## src/rtl/byte_xor_unit.sv

```systemverilog
// Conditional byte inverter: registers a ^ {WIDTH{en}} with zero/parity flags.
// One-cycle latency, one operand per cycle; all outputs come straight from flops.
module byte_xor_unit #(
    parameter int unsigned WIDTH = 8
) (
    input  logic             clk,
    input  logic             rst,
    input  logic [WIDTH-1:0] a,
    input  logic             en,
    input  logic             in_valid,
    output logic [WIDTH-1:0] o,
    output logic             out_valid,
    output logic             zero,
    output logic             parity
);

    logic [WIDTH-1:0] o_q, o_d;
    logic             valid_q, valid_d;
    logic             zero_q, zero_d;
    logic             parity_q, parity_d;
    logic [WIDTH-1:0] result;

    assign result = a ^ {WIDTH{en}};

    // Idle cycles hold the result and flags so X on a/en cannot reach the flops.
    always_comb begin
        o_d      = o_q;
        zero_d   = zero_q;
        parity_d = parity_q;
        valid_d  = 1'b0;
        if (in_valid) begin
            o_d      = result;
            zero_d   = (result == '0);
            parity_d = ^result;
            valid_d  = 1'b1;
        end
    end

    always_ff @(posedge clk) begin
        if (rst) begin
            o_q      <= '0;
            valid_q  <= 1'b0;
            zero_q   <= 1'b1;
            parity_q <= 1'b0;
        end else begin
            o_q      <= o_d;
            valid_q  <= valid_d;
            zero_q   <= zero_d;
            parity_q <= parity_d;
        end
    end

    assign o         = o_q;
    assign out_valid = valid_q;
    assign zero      = zero_q;
    assign parity    = parity_q;

endmodule

```

## config.mk

```make
export PLATFORM = sky130hd
export DESIGN_NAME = byte_xor_unit
export DESIGN_NICKNAME = d
export VERILOG_FILES = /design/src/rtl/byte_xor_unit.sv
export SDC_FILE = /design/constraint.sdc
export NUM_CORES = 1
export LEC_CHECK = 0
export ABC_AREA = 1
export BUFFER_PORTS_ARGS = -buffer_cell sky130_fd_sc_hd__buf_2
export CELL_PAD_IN_SITES_DETAIL_PLACEMENT = 0
export CELL_PAD_IN_SITES_GLOBAL_PLACEMENT = 1
export CORE_MARGIN = 1
export CORE_UTILIZATION = 30
export CTS_CLUSTER_SIZE = 24
export DETAILED_ROUTE_END_ITERATION = 7
export PLACE_DENSITY_LB_ADDON = 0.05
export SYNTH_ARGS = -nofsm -noshare
export SYNTH_HDL_FRONTEND = slang
export SYNTH_SLANG_ARGS = --single-unit
```

## constraint.sdc

```tcl
create_clock -name clk -period 1.7 [get_ports clk]
set_input_delay 0.255 -clock clk [delete_from_list [all_inputs] [get_ports clk]]
set_output_delay 0.255 -clock clk [all_outputs]
set_load 0.01 [all_outputs]
```

==> PnR_summary.wiki, run 1 <==
{| class="wikitable"
! Metric !! Value
|-
| Fraction of the cycle the final worst path needs || 76.7%
|-
| Vias after detailed routing || 588
|-
| P per Cell Area || 854 nW/µm²
|-
| First-pass GRT wire length || 2350 µm
|-
| Overflow after GRT || 0
|-
| Number of distinct standard cells referenced by the synthesized netlist || 14
|-
| Cell count after synthesis || 95
|-
| Clock buffer count from CTS || 3
|-
| CP max stage cell || ha_1
|-
| Worst clock skew on the final layout || 0 ps
|-
| Chip height || 48.3 µm
|-
| Cell type with the largest total area after synthesis || dfxtp_1
|-
| Switching component of the power || 0.217 mW
|-
| Die width || 48.3 µm
|-
| Startpoint of the worst register-to-register path || o[4]$_SDFFE_PP0P_
|-
| Critical Path Sink Type || register
|-
| RR Endpoint || o[4]$_SDFFE_PP0P_
|-
| Remaining design rule violation count || 0
|-
| Number of iterations in the first detailed-routing pass || 3
|-
| Clock sink count || 11
|-
| Filler Cell Count || 226
|-
| List of cells traversed by the critical path || buf_2 -> xor2_1 -> inv_1 -> ha_1 -> inv_1 -> nand2_1 -> nand2_1 -> nand2_1 -> nand3_1 -> nand2_1 -> inv_1
|-
| Data arrival time of the worst path || 1480 ps
|-
| Initial antenna violation count || 0
|-
| Hold Path Depth || 2
|-
| CTS tree || done
|-
| Core region area || 1980 µm²
|-
| Count of final max-slew check failures || 0
|-
| Type of the worst setup path || in2reg
|-
| Shortest clock period the worst path allows after layout || 1300 ps
|-
| Number of violations of the max-capacitance limit || 0
|-
| Max frequency || 767 MHz
|-
| Area added between synthesis and finish || 21.6%
|-
| Clock network fraction of total power || 27.6%
|-
| Cts hold-fix bufs || 0
|-
| Final number of hold-violating endpoints || 0
|-
| Portion of synthesized cell area occupied by the leading cell type || 34.2%
|-
| Count of non-filler cells in the finished layout || 144
|-
| Avg WL per Cell || 9.06 µm
|-
| Worst path max stage delay || 320 ps
|-
| Sequential fraction of design power || 43.0%
|-
| Status || complete, no violations
|-
| Cell type group with the largest total delay on the critical path || buffers and inverters
|-
| Routability cong. || 0.686
|-
| Part of the Yosys area used for sequential elements || 34.2%
|-
| Clock transition at path regs || 80 ps
|-
| Class of the worst hold path || in2reg
|-
| TNS Setup || 0 ps
|-
| Antenna-violating nets left || 0
|-
| Post-synthesis average cell area || 6.77 µm²
|-
| Diode count || 0
|-
| Gr usage total || 12.9%
|-
| Detailed-route wire length || 1310 µm
|-
| Largest voltage drop on the vdd net || 0.307 mV
|-
| Setup-violating endpoint count in the final report || 0
|-
| Worst setup path start || en
|-
| Number of cell rows || 16
|-
| Largest cells by area after synthesis || dfxtp_1 34%, inv_1 13%, nor2_1 11%, xor2_1 11%, nand2_1 8.8%
|-
| Warnings, synthesis || 0
|-
| Fraction of layout instances using a drive strength above 1 || 21.4%
|-
| Unrepaired setup endpoints after global routing || false
|-
| R2r worst-path depth || 4
|-
| IO Port Bufs || 22
|-
| CTS root buffer || clkbuf_4
|-
| Dpl hpwl || 989 µm
|-
| Hold Startpoint || rst
|-
| Cell-internal power || 0.450 mW
|-
| Most used cell, CP || nand2_1
|-
| Post-layout utilization of the core || 39.5%
|-
| Reg2Reg Setup Slack || 1040 ps
|-
| Cell area after synthesis || 643 µm²
|-
| Switching fraction of total power || 32.5%
|-
| Total Nets Final || 134
|-
| Number of nets produced by synthesis || 111
|-
| Number of DRC violations after detailed-routing iteration 0 || 9
|-
| Largest fanout on the critical path || 8
|-
| Crit path buf inv count || 4
|-
| Transition time of the tightest slew-check pin || 340 ps
|-
| Count of placed standard cells including taps || 140
|-
| Number of resized instances in the post-cts repair step || 0
|-
| Initial core utilization || 32.4%
|-
| Clock H-tree levels || 1
|-
| Later-pin clock latency in the skew report || 270 ps
|-
| Leak || 0.496 nW
|-
| Number of global-route vias before repair || 553
|-
| Critical path startpoint category || primary input
|-
| Post-CTS setup repair buffer count || 0
|-
| Number of buffers on the longest clock path || 2
|-
| Worst Hold Endpoint || out_valid$_SDFF_PP0_
|-
| Post-synthesis sequential element count || 11
|-
| Die Footprint || 2330 µm²
|-
| Number of vias per cell || 4.08
|-
| Critical path required time || 1870 ps
|-
| Worst slew margin || 77.3%
|-
| Number of I/O pins || 23
|-
| Portion of total power attributed to combinational logic || 29.4%
|-
| Largest net degree at the start of global routing || 12
|}
==> Yosys cell counts <==
| library cell | n |
|---|---|
| inv_1 | 22 |
| o21ai_1 | 8 |
| buf_2 | 1 |
| xor2_1 | 8 |
| buf_6 | 1 |
| ha_1 | 4 |
| a21oi_1 | 1 |
| nor2_1 | 19 |
| dfxtp_1 | 11 |
| buf_4 | 2 |
| nand3_1 | 1 |
| nand4_1 | 1 |
| nand2_1 | 15 |
| o21ai_0 | 1 |
==> power by group through the flow <==
stage | clock network [mW] | registers, mW | logic (mW)
finish | 0.184 | 0.287 | 0.196
global route | 0.215 | 0.291 | 0.227
CTS | 0.200 | 0.288 | 0.200
detailed placement | 0 | 0.294 | 0.199
global placement | 0 | 0.293 | 0.200
floorplan | 0 | 0.305 | 0.134
==> per-layer routing <==
| layer | routed length (µm) | track usage (%) | vias up | share of wire, % |
|---|---|---|---|---|
| li1 | - | - | 321 | - |
| met1 | 634 | 16.1 | 255 | 49 |
| met2 | 596 | 20.7 | 10 | 46 |
| met3 | 59 | 3.46 | 2 | 4.5 |
| met4 | 14 | 5.88 | 0 | 1.1 |
| met5 | 0 | 0 | - | 0 |
==> cells by family (layout without fill, tap and decap cells) <==
| logic type | after synthesis | after routing | share of synthesized area, % |
|---|---|---|---|
| AOI/OAI and AO/OA | 10 | 10 | 7.78 |
| xor gates and xnor gates | 8 | 8 | 10.9 |
| adders and majority gates | 4 | 4 | 7.78 |
| buffers and inverters | 26 | 48 | 17.7 |
| DFF | 11 | 11 | 34.2 |
| and+or+nand+nor | 36 | 36 | 21.6 |
==> through the flow <==
stage / setup WS [ps] / area [µm²] / total power [mW] / hold slack (ps)
CTS: 389 / 782 / 0.688 / 293
floorplan: 356 / 643 / 0.439 / 419
finish: 396 / 782 / 0.668 / 306
detailed placement: 96.8 / 756 / 0.493 / 461
global placement: 117 / 756 / 0.493 / 449
global route: 255 / 782 / 0.733 / 299
==> area by class of cell <==
class,count,area [µm²],share of cell area (%)
Clock buffer,4,26.3,3.36
Inverter,22,82.6,10.6
Multi-Input combinational cell,58,309,39.5
Sequential cell,11,220,28.2
Tap cell,27,33.8,4.32
Timing Repair Buffer,22,110,14.1
==> how the worst max path moves through the flow <==
stage	endpoint	slack [ps]	cells after the start
3_3_place_gp	parity$_SDFFE_PP0P_	120	11
3_5_place_dp	parity$_SDFFE_PP0P_	100	11
2_1_floorplan	parity$_SDFFE_PP0P_	360	11
5_1_grt	parity$_SDFFE_PP0P_	260	11
6_report	parity$_SDFFE_PP0P_	400	11
4_1_cts	parity$_SDFFE_PP0P_	390	11
==> layout by cell type, fill, tap and decap left out, drive strengths merged <==
cell type   n
inv        22
buf        22
nor2       19
nand2      15
dfxtp      11
o21ai       9
xor2        8
ha          4
clkbuf      4
nand4       1
a21oi       1
nand3       1
==> state kept, by name, summed over array words and instances (netlist names) <==
register,count
parity,1
o,8
out_valid,1
zero,1
==> worst reg2reg max path, cell delays in order, from the launching register on <==
cell     delay (ps)
dfxtp_1         310
nor2_1           90
nor2_1           40
o21ai_1          70
inv_1            40
(Power assumes the default switching activity.)
==> inputs of run 2 (changes only) <==
clock period = 1.37 ns   (was 1.7 ns; I/O delays follow)
==> run 2 against run 1 <==
  * Largest power group unchanged
  * Power grew 27%
  * Register-to-register slack worse by 340 ps
  * Clock power up 21%
  * Via count up 1.0%
  * Highest routed layer unchanged
  * Combinational power grew 37%
  * First-iteration DRC count shrank 22%
==> PnR_summary.wiki, run 2 (synthesized netlist as in run 1, its figures left out) <==
{| class="wikitable"
! Metric !! Value
|-
| Cell-internal power || 0.579 mW (+28%)
|-
| Data arrival time of the worst path || 1390 ps (-90 ps)
|-
| P per Cell Area || 1010 nW/µm² (+19%)
|-
| Most frequent cells in the layout || 22 x inv_1, 21 x buf_2, 19 x nor2_1
|-
| Diode count || 0 (unchanged)
|-
| Count of final max-slew check failures || 0 (unchanged)
|-
| Critical Path Sink Type || register
|-
| Worst slew margin || 77.4% (about the same)
|-
| Switching component of the power || 0.270 mW (+24%)
|-
| Setup-violating endpoint count in the final report || 0 (unchanged)
|-
| Count of placed standard cells including taps || 145 (+3.6%)
|-
| Area added between synthesis and finish || 30.2%
|-
| Largest net degree at the start of global routing || 12 (unchanged)
|-
| CTS tree || done
|-
| Setup slack at placement || -190 ps (-287 ps)
|-
| Transition time of the tightest slew-check pin || 339 ps (-1.00 ps)
|-
| Number of violations of the max-capacitance limit || 0 (unchanged)
|-
| Number of vias per cell || 3.99 (-2.4%)
|-
| Detailed-route wire length || 1320 µm (+1.2%)
|-
| Number of I/O pins || 23 (unchanged)
|-
| Initial core utilization || 32.4% (unchanged)
|-
| Largest fanout on the critical path || 8 (unchanged)
|-
| Number of global-route vias before repair || 491 (-11%)
|-
| Startpoint of the worst register-to-register path || o[4]$_SDFFE_PP0P_
|-
| First-pass GRT wire length || 2240 µm (-4.7%)
|-
| Post-layout utilization of the core || 42.2% (+2.8 points)
|-
| R2r worst-path depth || 4 (unchanged)
|-
| Clock network fraction of total power || 26.3% (-1.3 points)
|-
| Number of cell rows || 16 (unchanged)
|-
| Portion of total power attributed to combinational logic || 31.6% (+2.2 points)
|-
| Fraction of the cycle the final worst path needs || 88.4%
|-
| Routability cong. || 0.702 (+2.4%)
|-
| Core region area || 1980 µm² (unchanged)
|-
| Filler Cell Count || 229 (+1.3%)
|-
| Critical path required time || 1550 ps (-320 ps)
|-
| Count of non-filler cells in the finished layout || 149 (+3.5%)
|-
| Hold Startpoint || rst
|-
| Clock sink count || 11 (unchanged)
|-
| Hold Path Depth || 2 (unchanged)
|-
| Fin Hold WS || 263 ps (-43.1 ps)
|-
| Max frequency || 825 MHz
|-
| Chip height || 48.3 µm (unchanged)
|-
| Later-pin clock latency in the skew report || 270 ps (about the same)
|-
| CTS root buffer || clkbuf_4
|-
| Number of DRC violations after detailed-routing iteration 0 || 7 (-2)
|-
| Number of iterations in the first detailed-routing pass || 4 (+1)
|-
| Leak || 0.524 nW (+5.5%)
|-
| Largest voltage drop on the vdd net || 0.610 mV (+99%)
|-
| Cts hold-fix bufs || 0 (unchanged)
|-
| Most common cell after layout, fill and taps aside || inv_1
|-
| Die width || 48.3 µm (unchanged)
|-
| Fraction of layout instances using a drive strength above 1 || 26.2% (+4.9 points)
|-
| Avg WL per Cell || 8.87 µm (-2.2%)
|-
| Reg2Reg Setup Slack || 700 ps (-340 ps)
|-
| Vias after detailed routing || 594 (+1.0%)
|-
| Final number of hold-violating endpoints || 0 (unchanged)
|-
| Worst clock skew on the final layout || 0 ps (unchanged)
|-
| Clock transition at path regs || 70 ps (about the same)
|-
| Clock buffer count from CTS || 3 (unchanged)
|-
| Clock H-tree levels || 1 (unchanged)
|-
| Shortest clock period the worst path allows after layout || 1210 ps
|-
| Die Footprint || 2330 µm² (unchanged)
|-
| Unrepaired setup endpoints after global routing || false
|-
| Initial antenna violation count || 0 (unchanged)
|-
| Class of the worst hold path || in2reg
|-
| Type of the worst setup path || in2reg
|-
| Total Nets Final || 139 (+3.7%)
|-
| Fin worst setup slack || 158 ps (-238 ps)
|-
| Antenna-violating nets left || 0 (unchanged)
|-
| Critical path startpoint category || primary input
|-
| Total Power || 0.848 mW (+27%)
|-
| Switching fraction of total power || 31.8% (-0.74 points)
|-
| RR Endpoint || o[4]$_SDFFE_PP0P_
|-
| IO Port Bufs || 22 (unchanged)
|-
| Overflow after GRT || 0 (unchanged)
|-
| Number of buffers on the longest clock path || 2 (unchanged)
|-
| Worst Hold Endpoint || out_valid$_SDFF_PP0_
|-
| Sequential fraction of design power || 42.1% (-0.9 points)
|-
| Gr usage total || 12.3% (-0.54 points)
|-
| Remaining design rule violation count || 0 (unchanged)
|-
| Status || complete, no violations
|-
| Dpl hpwl || 985 µm (-0.42%)
|-
| Flip-flop count of the largest register, all copies and words added || 8 (unchanged)
|}
## run 2: changes by cell type in the layout (fill, tap and decap cells not counted), sizes merged
cell and delta:
buf +4, clkbuf +1
## run 2: repair_timing
| action | in CTS | in global routing |
|---|---|---|
| gates resized for setup | 0 | 3 |
| endpoints found under the setup margin | 0 | 1 |
| buffers inserted | 0 | 0 |
## run 2: power groups by stage
stage                     logic [mW]  registers, mW  clock network (mW)
final                          0.268          0.357               0.223
after global routing           0.311          0.360               0.257
after CTS                      0.267          0.357               0.236
after detailed placement       0.266          0.365                   0
after global placement         0.267          0.363                   0
after floorplan                0.166          0.379                   0
## run 2: how the worst max path moves through the flow
stage          from                  end  cells after the start  slack, ps
6_report         en  parity$_SDFFE_PP0P_                     11        160
3_5_place_dp     en  parity$_SDFFE_PP0P_                     11       -190
4_1_cts          en  parity$_SDFFE_PP0P_                     11        110
2_1_floorplan    en  parity$_SDFFE_PP0P_                     11         80
3_3_place_gp     en  parity$_SDFFE_PP0P_                     11       -150
5_1_grt          en  parity$_SDFFE_PP0P_                     11          7
## run 2: layout make-up
| type | instances | area [µm²] | area share [%] |
|---|---|---|---|
| Sequential cell | 11 | 220 | 26.3 |
| Clock buffer | 4 | 26.3 | 3.14 |
| Multi-Input combinational cell | 58 | 324 | 38.7 |
| Timing Repair Buffer | 27 | 150 | 17.9 |
| Tap cell | 27 | 33.8 | 4.04 |
| Inverter | 22 | 82.6 | 9.87 |
## run 2: critical path, stage by stage
cell	delay [ps]
clkbuf_4	220
xor2_1	210
inv_1	70
ha_1	320
inv_1	60
nand2_1	60
nand2_1	50
nand2_1	60
nand3_1	70
nand2_1	60
inv_1	30
## run 2: per-stage QoR
step                area, µm²  TNS (ps)
floorplan                 643         0
global placement          793      -147
detailed placement        793      -190
CTS                       820         0
global route              837         0
finish                    837         0
## run 2: layer usage
metal,vias to the layer above,wire (µm),GRT usage (%)
met5,-,0,0
met4,0,14,2.94
met3,2,84,4.72
met2,17,580,17.6
met1,246,641,17.4
li1,329,-,-
==> inputs of run 3 (changes only) <==
CELL_PAD_IN_SITES_DETAIL_PLACEMENT = 1   (was 0)
CELL_PAD_IN_SITES_GLOBAL_PLACEMENT = 2   (was 1)
CORE_UTILIZATION = 24   (was 30)
==> run 3 against run 2 <==
  * Combinational power grew 5%
  * Non-clock buffer count up 2
  * Critical path type unchanged
  * Power is 2.8% higher
  * Global-route usage is 0.20 points higher
  * Sequential cell count is the same
  * Setup slack worse by 4.7 ps
  * Wire length is 17% higher
  * Clock-buffer cell count did not move
==> PnR_summary.wiki, run 3 (synthesized netlist as in run 1, its figures left out) <==
{| class="wikitable"
! Metric !! Value
|-
| Detailed-route wire length || 1550 µm (+17%)
|-
| Most used cell, CP || nand2_1
|-
| Largest fanout on the critical path || 8 (unchanged)
|-
| Setup-violating endpoint count in the final report || 0 (unchanged)
|-
| Fin Hold WS || 255 ps (-8.30 ps)
|-
| Filler Cell Count || 336 (+47%)
|-
| Total Power || 0.872 mW (+2.8%)
|-
| Chip height || 53.8 µm (+11%)
|-
| Data arrival time of the worst path || 1400 ps (about the same)
|-
| Antenna-violating nets left || 0 (unchanged)
|-
| Dpl hpwl || 1210 µm (+23%)
|-
| Type of the worst setup path || in2reg
|-
| Number of DRC violations after detailed-routing iteration 0 || 3 (-4)
|-
| Max frequency || 822 MHz (-0.39%)
|-
| Cell-internal power || 0.584 mW (+0.88%)
|-
| Core region area || 2500 µm² (+26%)
|-
| Largest net degree at the start of global routing || 12 (unchanged)
|-
| CTS tree || done
|-
| Leak || 0.533 nW (+1.8%)
|-
| TNS Setup || 0 ps (unchanged)
|-
| Switching component of the power || 0.288 mW (+6.8%)
|-
| Fin worst setup slack || 154 ps (-4.71 ps)
|-
| Number of cell rows || 18 (+2)
|-
| Setup slack at placement || -234 ps (-44.4 ps)
|-
| Cell type group with the largest total delay on the critical path || buffers and inverters
|-
| Initial core utilization || 25.7% (-6.7 points)
|-
| CTS root buffer || clkbuf_4
|-
| Transition time of the tightest slew-check pin || 357 ps (+17.7 ps)
|-
| Number of violations of the max-capacitance limit || 0 (unchanged)
|-
| Most frequent cells in the layout || 22 x inv_1, 21 x buf_2, 19 x nor2_1
|-
| Area of the multi-input gates || 324 µm² (unchanged)
|-
| Fraction of the cycle the final worst path needs || 88.8% (+0.34 points)
|-
| Number of global-route vias before repair || 567 (+15%)
|-
| Flip-flop count of the largest register, all copies and words added || 8 (unchanged)
|-
| Number of buffers on the longest clock path || 2 (unchanged)
|-
| Reg2Reg Setup Slack || 700 ps (about the same)
|-
| Total Nets Final || 141 (+1.4%)
|-
| Count of final max-slew check failures || 0 (unchanged)
|-
| First-pass GRT wire length || 2480 µm (+11%)
|-
| Clock H-tree levels || 1 (unchanged)
|-
| Worst clock skew on the final layout || 0 ps (unchanged)
|-
| Routability cong. || 0.618 (-12%)
|-
| Clock transition at path regs || 80 ps (about the same)
|-
| Post-layout utilization of the core || 34.2% (-8.0 points)
|-
| Critical path required time || 1550 ps (about the same)
|-
| Critical Path Sink Type || register
|-
| Critical path startpoint category || primary input
|-
| Area added between synthesis and finish || 33.1%
|-
| Vias after detailed routing || 624 (+5.1%)
|-
| Die Footprint || 2890 µm² (+24%)
|-
| Fraction of layout instances using a drive strength above 1 || 27.4% (+1.2 points)
|-
| Class of the worst hold path || in2reg
|-
| Most common cell after layout, fill and taps aside || inv_1
|-
| Shortest clock period the worst path allows after layout || 1220 ps (+4.71 ps)
|-
| Initial antenna violation count || 0 (unchanged)
|-
| Switching fraction of total power || 33.0% (+1.2 points)
|-
| Final number of hold-violating endpoints || 0 (unchanged)
|-
| Clock network fraction of total power || 26.9% (+0.6 points)
|-
| CP max stage cell || ha_1
|-
| Overflow after GRT || 0 (unchanged)
|-
| Later-pin clock latency in the skew report || 270 ps (about the same)
|-
| Clock buffer count from CTS || 3 (unchanged)
|-
| Worst path max stage delay || 320 ps (about the same)
|-
| Sequential fraction of design power || 40.9% (-1.2 points)
|-
| Gr usage total || 12.5% (+0.20 points)
|-
| Status || complete, no violations
|-
| Number of I/O pins || 23 (unchanged)
|-
| Crit path buf inv count || 4 (unchanged)
|-
| Avg WL per Cell || 10.1 µm (+14%)
|-
| Number of vias per cell || 4.05 (+1.6%)
|-
| Remaining design rule violation count || 0 (unchanged)
|-
| Number of iterations in the first detailed-routing pass || 3 (-1)
|-
| Worst slew margin || 76.2% (-1.2 points)
|-
| Diode count || 0 (unchanged)
|-
| Cts hold-fix bufs || 0 (unchanged)
|-
| List of cells traversed by the critical path || clkbuf_4 -> xor2_1 -> inv_1 -> ha_1 -> inv_1 -> nand2_1 -> nand2_1 -> nand2_1 -> nand3_1 -> nand2_1 -> inv_1
|-
| P per Cell Area || 1020 nW/µm² (+0.50%)
|-
| Portion of total power attributed to combinational logic || 32.2% (+0.6 points)
|-
| IO Port Bufs || 22 (unchanged)
|-
| Largest voltage drop on the vdd net || 0.434 mV (-29%)
|-
| Clock sink count || 11 (unchanged)
|-
| Die width || 53.8 µm (+11%)
|-
| Register area || 220 µm² (unchanged)
|}
## run 3: changes by cell type in the layout (fill, tap and decap cells not counted)
cell / previous run / this run
buf_4: 5 / 7
## run 3: final cells by class
class | instances | share of cell area (%)
clock buffer | 4 | 3.07
tap | 30 | 4.39
multi-input combinational | 58 | 37.9
sequential | 11 | 25.7
timing repair buffer | 29 | 19.3
inverter | 22 | 9.65
## run 3: timing repair
action | CTS | global route
hold endpoints to repair | 0 | 0
endpoints found under the setup margin | 0 | 1
setup buffers | 0 | 0
resized for setup | 0 | 3
## run 3: final timing paths
kind / endpoint / depth (start not counted) / startpoint
setup / recovery: parity$_SDFFE_PP0P_ / 11 / en
hold / removal: out_valid$_SDFF_PP0_ / 2 / rst
setup reg to reg: o[3]$_SDFFE_PP0P_ / 4 / o[3]$_SDFFE_PP0P_
hold reg to reg: zero$_SDFFE_PP1P_ / 2 / zero$_SDFFE_PP1P_
## run 3: layer usage
layer  GRT usage, %  share of wire (%)  vias up
met4           2.63               0.97        0
met3           5.08                5.2        2
met2           20.2                 44       12
li1               -                  -      333
met5              0                  0        -
met1           15.6                 49      277
## run 3: power by group through the flow
stage          clock network, mW  logic [mW]  registers, mW
3_5_place_dp                   0       0.282          0.364
2_1_floorplan                  0       0.166          0.379
6_report                   0.234       0.281          0.356
4_1_cts                    0.252       0.284          0.357
3_3_place_gp                   0       0.276          0.364
5_1_grt                    0.269       0.328          0.360
## run 3: metrics by stage
stage	cell area, µm²	cells
after floorplan	643	95
after global placement	812	150
after detailed placement	812	150
after CTS	838	154
after global routing	856	154
final	856	154
## run 3: worst reg2reg max path: cells and delay by family, from the launching register on
family / cells / cell delay (ps)
DFF: 1 / 310
and+or+nand+nor: 2 / 130
buffers and inverters: 1 / 50
AOI/OAI and AO/OA: 1 / 80
